`config.mk`:
```
export PLATFORM = sky130hd
export DESIGN_NAME = pio_key_frontend_flat
export DESIGN_NICKNAME = d
export VERILOG_FILES = /design/src/rtl/pio_key_frontend_if.sv /design/src/rtl/pio_key_frontend.sv /design/src/flat_wrapper.sv
export SDC_FILE = /design/constraint.sdc
export NUM_CORES = 1
export LEC_CHECK = 0
export CORE_MARGIN = 3
export CORE_UTILIZATION = 30
export CTS_CLUSTER_SIZE = 28
export DETAILED_ROUTE_END_ITERATION = 10
export PLACE_DENSITY_LB_ADDON = 0.08
export SLEW_MARGIN = 0
export SYNTH_ARGS = -nofsm -noshare
export SYNTH_HDL_FRONTEND = slang
export SYNTH_SLANG_ARGS = --single-unit
```
`constraint.sdc`:
```
create_clock -name clk_clk -period 2.3 [get_ports clk_clk]
set_input_delay 0.345 -clock clk_clk [delete_from_list [all_inputs] [get_ports clk_clk]]
set_output_delay 0.345 -clock clk_clk [all_outputs]
set_load 0.01 [all_outputs]
```
`src/rtl/pio_key_frontend_if.sv`:
```
// Bus bundle between the raw key pins / PIO ports and the key front end.
// The slave modport is the front-end side and the master modport is the system side.
interface pio_key_frontend_if #(
  parameter int unsigned WIDTH = 6
);
  logic [WIDTH-1:0] raw_in;
  logic [WIDTH-1:0] ack_in;
  logic [WIDTH-1:0] level_out;
  logic [WIDTH-1:0] pending_out;
  logic [WIDTH-1:0] press_pulse;

  modport master (
    output raw_in,
    output ack_in,
    input  level_out,
    input  pending_out,
    input  press_pulse
  );

  modport slave (
    input  raw_in,
    input  ack_in,
    output level_out,
    output pending_out,
    output press_pulse
  );
endinterface

```
`src/rtl/pio_key_frontend.sv`:
```
// Key/switch front end for the button PIOs. It synchronises and debounces each raw bit, then
// drives a clean level, a one-cycle press strobe and a sticky pending bit. Firmware clears
// the pending bit by raising the matching ack bit.
// Optional auto-repeat on bits [4:1] is enabled by defining PIO_KEY_FRONTEND_AUTOREPEAT_EN.
module pio_key_frontend #(
  parameter int unsigned WIDTH         = 6,
  parameter int unsigned DB_CYCLES     = 500000,
  parameter bit          ACTIVE_LOW    = 1'b1,
  parameter int unsigned REPEAT_DELAY  = 25000000,
  parameter int unsigned REPEAT_PERIOD = 5000000
) (
  input  logic                 clk_clk,
  input  logic                 reset_reset,
  pio_key_frontend_if.slave    bus
);

  localparam int unsigned CntW = 24;

  typedef enum logic {StStable0, StStable1} db_state_e;

  logic [WIDTH-1:0] sync1_q, sync2_q;
  logic [1:0]       warm_q;
  logic             sync_ok;
  logic [WIDTH-1:0] sample;

  db_state_e        state_q [WIDTH];
  db_state_e        state_d [WIDTH];
  logic [CntW-1:0]  cnt_q   [WIDTH];
  logic [CntW-1:0]  cnt_d   [WIDTH];
  logic [WIDTH-1:0] level;
  logic [WIDTH-1:0] rise, fall;

  logic [WIDTH-1:0] rep_fire;
  logic [WIDTH-1:0] press_now;
  logic [WIDTH-1:0] pulse_q;
  logic [WIDTH-1:0] pending_q;
  logic [WIDTH-1:0] ack_q;
  logic [WIDTH-1:0] ack_edge;

  // Two-flop synchroniser, plus a warm-up shift that marks when sync2_q holds real pin data.
  always_ff @(posedge clk_clk) begin
    if (reset_reset) begin
      sync1_q <= '0;
      sync2_q <= '0;
      warm_q  <= '0;
    end else begin
      sync1_q <= bus.raw_in;
      sync2_q <= sync1_q;
      warm_q  <= {warm_q[0], 1'b1};
    end
  end

  // With active-low pins, the zeroed flops would read as "pressed" right after reset.
  // The warm-up flag keeps those samples out of the debounce counters.
  assign sync_ok = warm_q[1];
  assign sample  = ACTIVE_LOW ? ~sync2_q : sync2_q;

  // Debounce state register and counters, one FSM per bit.
  always_ff @(posedge clk_clk) begin
    for (int i = 0; i < WIDTH; i++) begin
      if (reset_reset) begin
        state_q[i] <= StStable0;
        cnt_q[i]   <= '0;
      end else begin
        state_q[i] <= state_d[i];
        cnt_q[i]   <= cnt_d[i];
      end
    end
  end

  // Debounce next state: a run of DB_CYCLES differing samples toggles the level.
  always_comb begin
    for (int i = 0; i < WIDTH; i++) begin
      state_d[i] = state_q[i];
      cnt_d[i]   = '0;
      rise[i]    = 1'b0;
      fall[i]    = 1'b0;
      if (sync_ok && (sample[i] != (state_q[i] == StStable1))) begin
        if (cnt_q[i] == CntW'(DB_CYCLES - 1)) begin
          if (state_q[i] == StStable0) begin
            state_d[i] = StStable1;
            rise[i]    = 1'b1;
          end else begin
            state_d[i] = StStable0;
            fall[i]    = 1'b1;
          end
        end else begin
          cnt_d[i] = cnt_q[i] + CntW'(1);
        end
      end
    end
  end

  // Debounce outputs: the level is the FSM state.
  always_comb begin
    level = '0;
    for (int i = 0; i < WIDTH; i++) begin
      level[i] = (state_q[i] == StStable1);
    end
  end

`ifdef PIO_KEY_FRONTEND_AUTOREPEAT_EN
  localparam int unsigned RepW = 25;

  logic [RepW-1:0]  rep_cnt_q   [WIDTH];
  logic [RepW-1:0]  rep_cnt_d   [WIDTH];
  logic [WIDTH-1:0] rep_first_q, rep_first_d;

  // Auto-repeat counters, cleared by reset.
  always_ff @(posedge clk_clk) begin
    for (int i = 0; i < WIDTH; i++) begin
      if (reset_reset) begin
        rep_cnt_q[i] <= '0;
      end else begin
        rep_cnt_q[i] <= rep_cnt_d[i];
      end
    end
    if (reset_reset) begin
      rep_first_q <= '0;
    end else begin
      rep_first_q <= rep_first_d;
    end
  end

  // Repeat timing: the first interval is REPEAT_DELAY from the press, later ones are REPEAT_PERIOD.
  always_comb begin
    rep_fire    = '0;
    rep_first_d = rep_first_q;
    for (int i = 0; i < WIDTH; i++) begin
      rep_cnt_d[i] = '0;
      if (i >= 1 && i <= 4) begin
        if (rise[i]) begin
          rep_first_d[i] = 1'b1;
        end else if (level[i] && !fall[i]) begin
          if (rep_cnt_q[i] == (rep_first_q[i] ? RepW'(REPEAT_DELAY - 1)
                                              : RepW'(REPEAT_PERIOD - 1))) begin
            rep_fire[i]    = 1'b1;
            rep_first_d[i] = 1'b0;
          end else begin
            rep_cnt_d[i] = rep_cnt_q[i] + RepW'(1);
          end
        end else begin
          rep_first_d[i] = 1'b0;
        end
      end else begin
        rep_first_d[i] = 1'b0;
      end
    end
  end
`else
  assign rep_fire = '0;
`endif

  assign press_now = rise | rep_fire;
  assign ack_edge  = bus.ack_in & ~ack_q;

  // Strobe and pending registers. A press in the same cycle as an ack edge wins.
  always_ff @(posedge clk_clk) begin
    if (reset_reset) begin
      pulse_q   <= '0;
      pending_q <= '0;
      ack_q     <= '0;
    end else begin
      pulse_q   <= press_now;
      pending_q <= press_now | (pending_q & ~ack_edge);
      ack_q     <= bus.ack_in;
    end
  end

  assign bus.level_out   = level;
  assign bus.press_pulse = pulse_q;
  assign bus.pending_out = pending_q;

endmodule

```
`src/flat_wrapper.sv`:
```
// flat-port wrapper written by rule: the top's interface ports become plain ports
module pio_key_frontend_flat 
#(
  parameter int unsigned WIDTH         = 6,
  parameter int unsigned DB_CYCLES     = 500000,
  parameter bit          ACTIVE_LOW    = 1'b1,
  parameter int unsigned REPEAT_DELAY  = 25000000,
  parameter int unsigned REPEAT_PERIOD = 5000000
)
  (clk_clk, reset_reset, bus_raw_in, bus_ack_in, bus_level_out, bus_pending_out, bus_press_pulse);
  pio_key_frontend_if #(.WIDTH(WIDTH)) bus_i ();
  input  logic clk_clk;
  input  logic reset_reset;
  input wire logic [$bits(bus_i.raw_in)-1:0] bus_raw_in;
  input wire logic [$bits(bus_i.ack_in)-1:0] bus_ack_in;
  output wire logic [$bits(bus_i.level_out)-1:0] bus_level_out;
  output wire logic [$bits(bus_i.pending_out)-1:0] bus_pending_out;
  output wire logic [$bits(bus_i.press_pulse)-1:0] bus_press_pulse;
  assign bus_i.raw_in = bus_raw_in;
  assign bus_i.ack_in = bus_ack_in;
  assign bus_level_out = bus_i.level_out;
  assign bus_pending_out = bus_i.pending_out;
  assign bus_press_pulse = bus_i.press_pulse;
  pio_key_frontend #(.WIDTH(WIDTH), .DB_CYCLES(DB_CYCLES), .ACTIVE_LOW(ACTIVE_LOW), .REPEAT_DELAY(REPEAT_DELAY), .REPEAT_PERIOD(REPEAT_PERIOD)) u_core (.clk_clk(clk_clk), .reset_reset(reset_reset), .bus(bus_i));
endmodule
```
==> impl_results.md <==
- Status: finished, final reports clean
- H-tree depth: 4
- Seq/Total Area, Yosys: 46.3%
- Initial antenna violation count: 0
- Gpl congestion: 0.719
- Max cap viols: 0
- Layout area overhead: 17.5%
- Crit Path Class: flip-flop to flip-flop
- Power per cell area: around 670 nW/um^2
- GR Layer Usage met1: 17.6%
- Post_cts resized: 0
- First-pass DRT Iterations: 5
- Commonest cells after routing, fill and taps aside: dfxtp_1, nor2_1, a21oi_1
- Cell area after synthesis: 7870 sq um
- Worst Path Max Fanout: 9
- Busiest grt layer: met2
- Synth Area in Compound Gates: between 10% and 20%
- Fin crit share: around 86%
- Total nets after synthesis: 915
- IO Pins: 32
- Remaining DRCs: 0
- Met3 usage: 2.61%
- Number of DRC markers in iteration 0: 262
- Post-Syn Area per Cell: ~8.8 sq um
- Synthesized instance count: approximately 900
- Synth Flop Type: dfxtp_1
- CP required: 2.66 ns
- Ant. Diodes: 0
- Post-synthesis async set-or-reset flop share: 0%
- Simple-Gate Fraction of Synth Area: roughly 30%
- Post-route cell area: 9250 sq um
- First-pass GRT wire length: ~30000 um
- Synth Area in Adders: less than 1%
- Top-area cell type share of the netlist area: a little under half
- FMAX: between 0.5 and 0.6 GHz
- CP endpoint kind: flip-flop
- Final Setup Violations: 0
- Leak Pwr: 0.00286 uW
- Setup TNS: 0 ns
- Gr ovfl total: 0
- IO buf count: 31
- Hpwl dp: 12200 um
- Post-CTS setup buffer count: 0
- Largest net degree at the start of global routing: 25
- Via count: around 6300
- Total power: 6160 uW
- Antenna-violating nets left: 0
- CTS tree: done
- Skew final: 0.0137 ns
- CTS buffer count: 17
- Largest cells by area after synthesis: dfxtp_1, nor2_1, xor2_1
- CP arrival: 2.33 ns
- Setup WS pre-CTS: 0.284 ns
- Clock sinks: 182
- Clock transition at the registers of the reported paths: 0.07 ns
- Final hold violation count: 0
- Die area: 28200 sq um
- Detailed Route WL: ~18000 um
- Hold buffer count at cts: 0
- Vias per cell: 4.91
- Core area: 25500 sq um
- Met2 usage: 20.1%
- Largest family of logic cells by synthesized area: simple AND/OR/NAND/NOR gates
- Starting Density: 30.9%
- Most common cell after layout, fill and taps aside: dfxtp_1
- Cell Chain, Critical Path: nand4_1 -> or4_1 -> or4_1 -> a21oi_1
- Synth Warn #: 0
- RSZ-0062 raised after global routing: no
- Maximum clock path buffer count: 2
- Max-slew violation count: 0
- Area post-placement: about 8700 sq um
- Ratio of cells with drive above 1 in the final layout: 7.56%
- Setup crit start kind: flip-flop
- Most frequent CP cell: or4_1
- Biggest cell delay along the critical path: 0.70 ns
- HP Class: flip-flop to flip-flop
- Crit path setup slack, layout: 0.322 ns
- Post-Synth XOR/XNOR Area: 9.46%
- Max IR drop VDD: 478 uV
- Slew @ Worst Pin: 0.520 ns
- Seq cells post-synth: around 180
- Final #Nets: 959
- Wire per inst: 13.8 um
- # rows: 58
- Post-synth EDFFs: 0
- Period minus WS final: 1.98 ns
- Die W: between 150 and 200 um
- GRT Total Usage: about an eighth
- Slew headroom: between 60% and 70%
- Vias in the first global route: 6131
- CTS root buf: clkbuf_16
- Die Y-Extent: 168 um
- Cell taking the most area after synthesis: dfxtp_1
- Mux share of post-synthesis cell area: 0.143%
- Worst-Skew Late Latency: 0.43 ns
- Slowest cell on the critical path: or4_1
- Netlist cell types: 48
-- area by class of cell --
cell class | count | area [sq um]
inverters | 31 | 116
fillers | 2590 | 16200
clock inverters | 14 | 129
well taps | 330 | 413
flip-flops and latches | 182 | 3640
clock buffers | 18 | 439
multi-input cells | 650 | 3980
repair buffers | 57 | 531
-- kinds of logic (layout without fill, tap and decap cells) --
kind of cell	after synthesis	after routing
compound gates	132	132
xor+xnor	85	85
fa+ha+maj	6	6
buf+inv	63	120
flops	182	182
mux	1	1
simple gates	426	426
-- synth_stat cells, types with 2 or more instances --
master / instances
or3_1: 36
a31o_2: 3
buf_1: 2
xnor2_1: 42
and4_1: 21
and3_1: 22
nand2b_1: 2
nor2_1: 107
o311a_1: 2
clkbuf_2: 2
a41oi_1: 2
clkbuf_1: 18
a211oi_1: 2
xor2_1: 43
o21ai_1: 2
nand4b_1: 2
o41ai_1: 6
o211ai_1: 5
nand3_1: 50
o21ai_0: 34
nor2b_1: 15
nand4_2: 2
o31ai_1: 20
a21oi_1: 53
nor4b_1: 8
or4_1: 21
nor4bb_1: 2
nand2_1: 42
nor4_1: 22
inv_1: 30
nor3_1: 18
nand4_1: 44
buf_2: 10
or2_2: 3
and2_1: 3
dfxtp_1: 182
ha_1: 6
-- final timing paths --
check,end,depth (start not counted),slack (ns),start
setup / recovery,u_core.cnt_q[3][23],4,0.32,u_core.cnt_q[3][7]
hold / removal,u_core.warm_q[1],1,0.43,u_core.warm_q[0]
setup reg to reg,u_core.cnt_q[3][23],4,0.32,u_core.cnt_q[3][7]
hold reg to reg,u_core.warm_q[1],1,0.43,u_core.warm_q[0]
-- where the power goes --
part / internal, uW / switching [uW]
logic: 50.3 / 67.0
registers: 3170 / 14.7
clock network: 1470 / 1390
total: 4690 / 1470
-- metal layers --
| layer | share of wire (%) | routed length [um] |
|---|---|---|
| met4 | 1.2 | 207 |
| met1 | 53 | 9360 |
| met5 | 0 | 0 |
| met2 | 43 | 7610 |
| met3 | 2.6 | 455 |
-- registers in the layout, summed over array words and instances, names as in the netlist --
| register | cells |
|---|---|
| u_core.warm_q | 2 |
| u_core.bus.press_pulse | 6 |
| u_core.state_q | 6 |
| u_core.sync2_q | 6 |
| u_core.sync1_q | 6 |
| u_core.cnt_q | 144 |
| u_core.ack_q | 6 |
| u_core.bus.pending_out | 6 |
-- stage by stage --
| step | hold slack (ns) | utilization (%) | std cells |
|---|---|---|---|
| finish | 0.434 | 36.3 | 1282 |
| detailed placement | 0.420 | 34.1 | 1250 |
| floorplan | 0.414 | - | 895 |
| global route | 0.456 | 36.3 | 1282 |
| global placement | 0.416 | 34.1 | 1250 |
| CTS | 0.437 | 36.3 | 1282 |
-- worst max-delay path, delay by kind of cell (launching register included) --
family,cells,cell delay [ns]
and+or+nand+nor,3,1.30
DFF,1,0.46
AOI/OAI and AO/OA,1,0.15
Note: power is estimated with default switching activity, not from simulation.
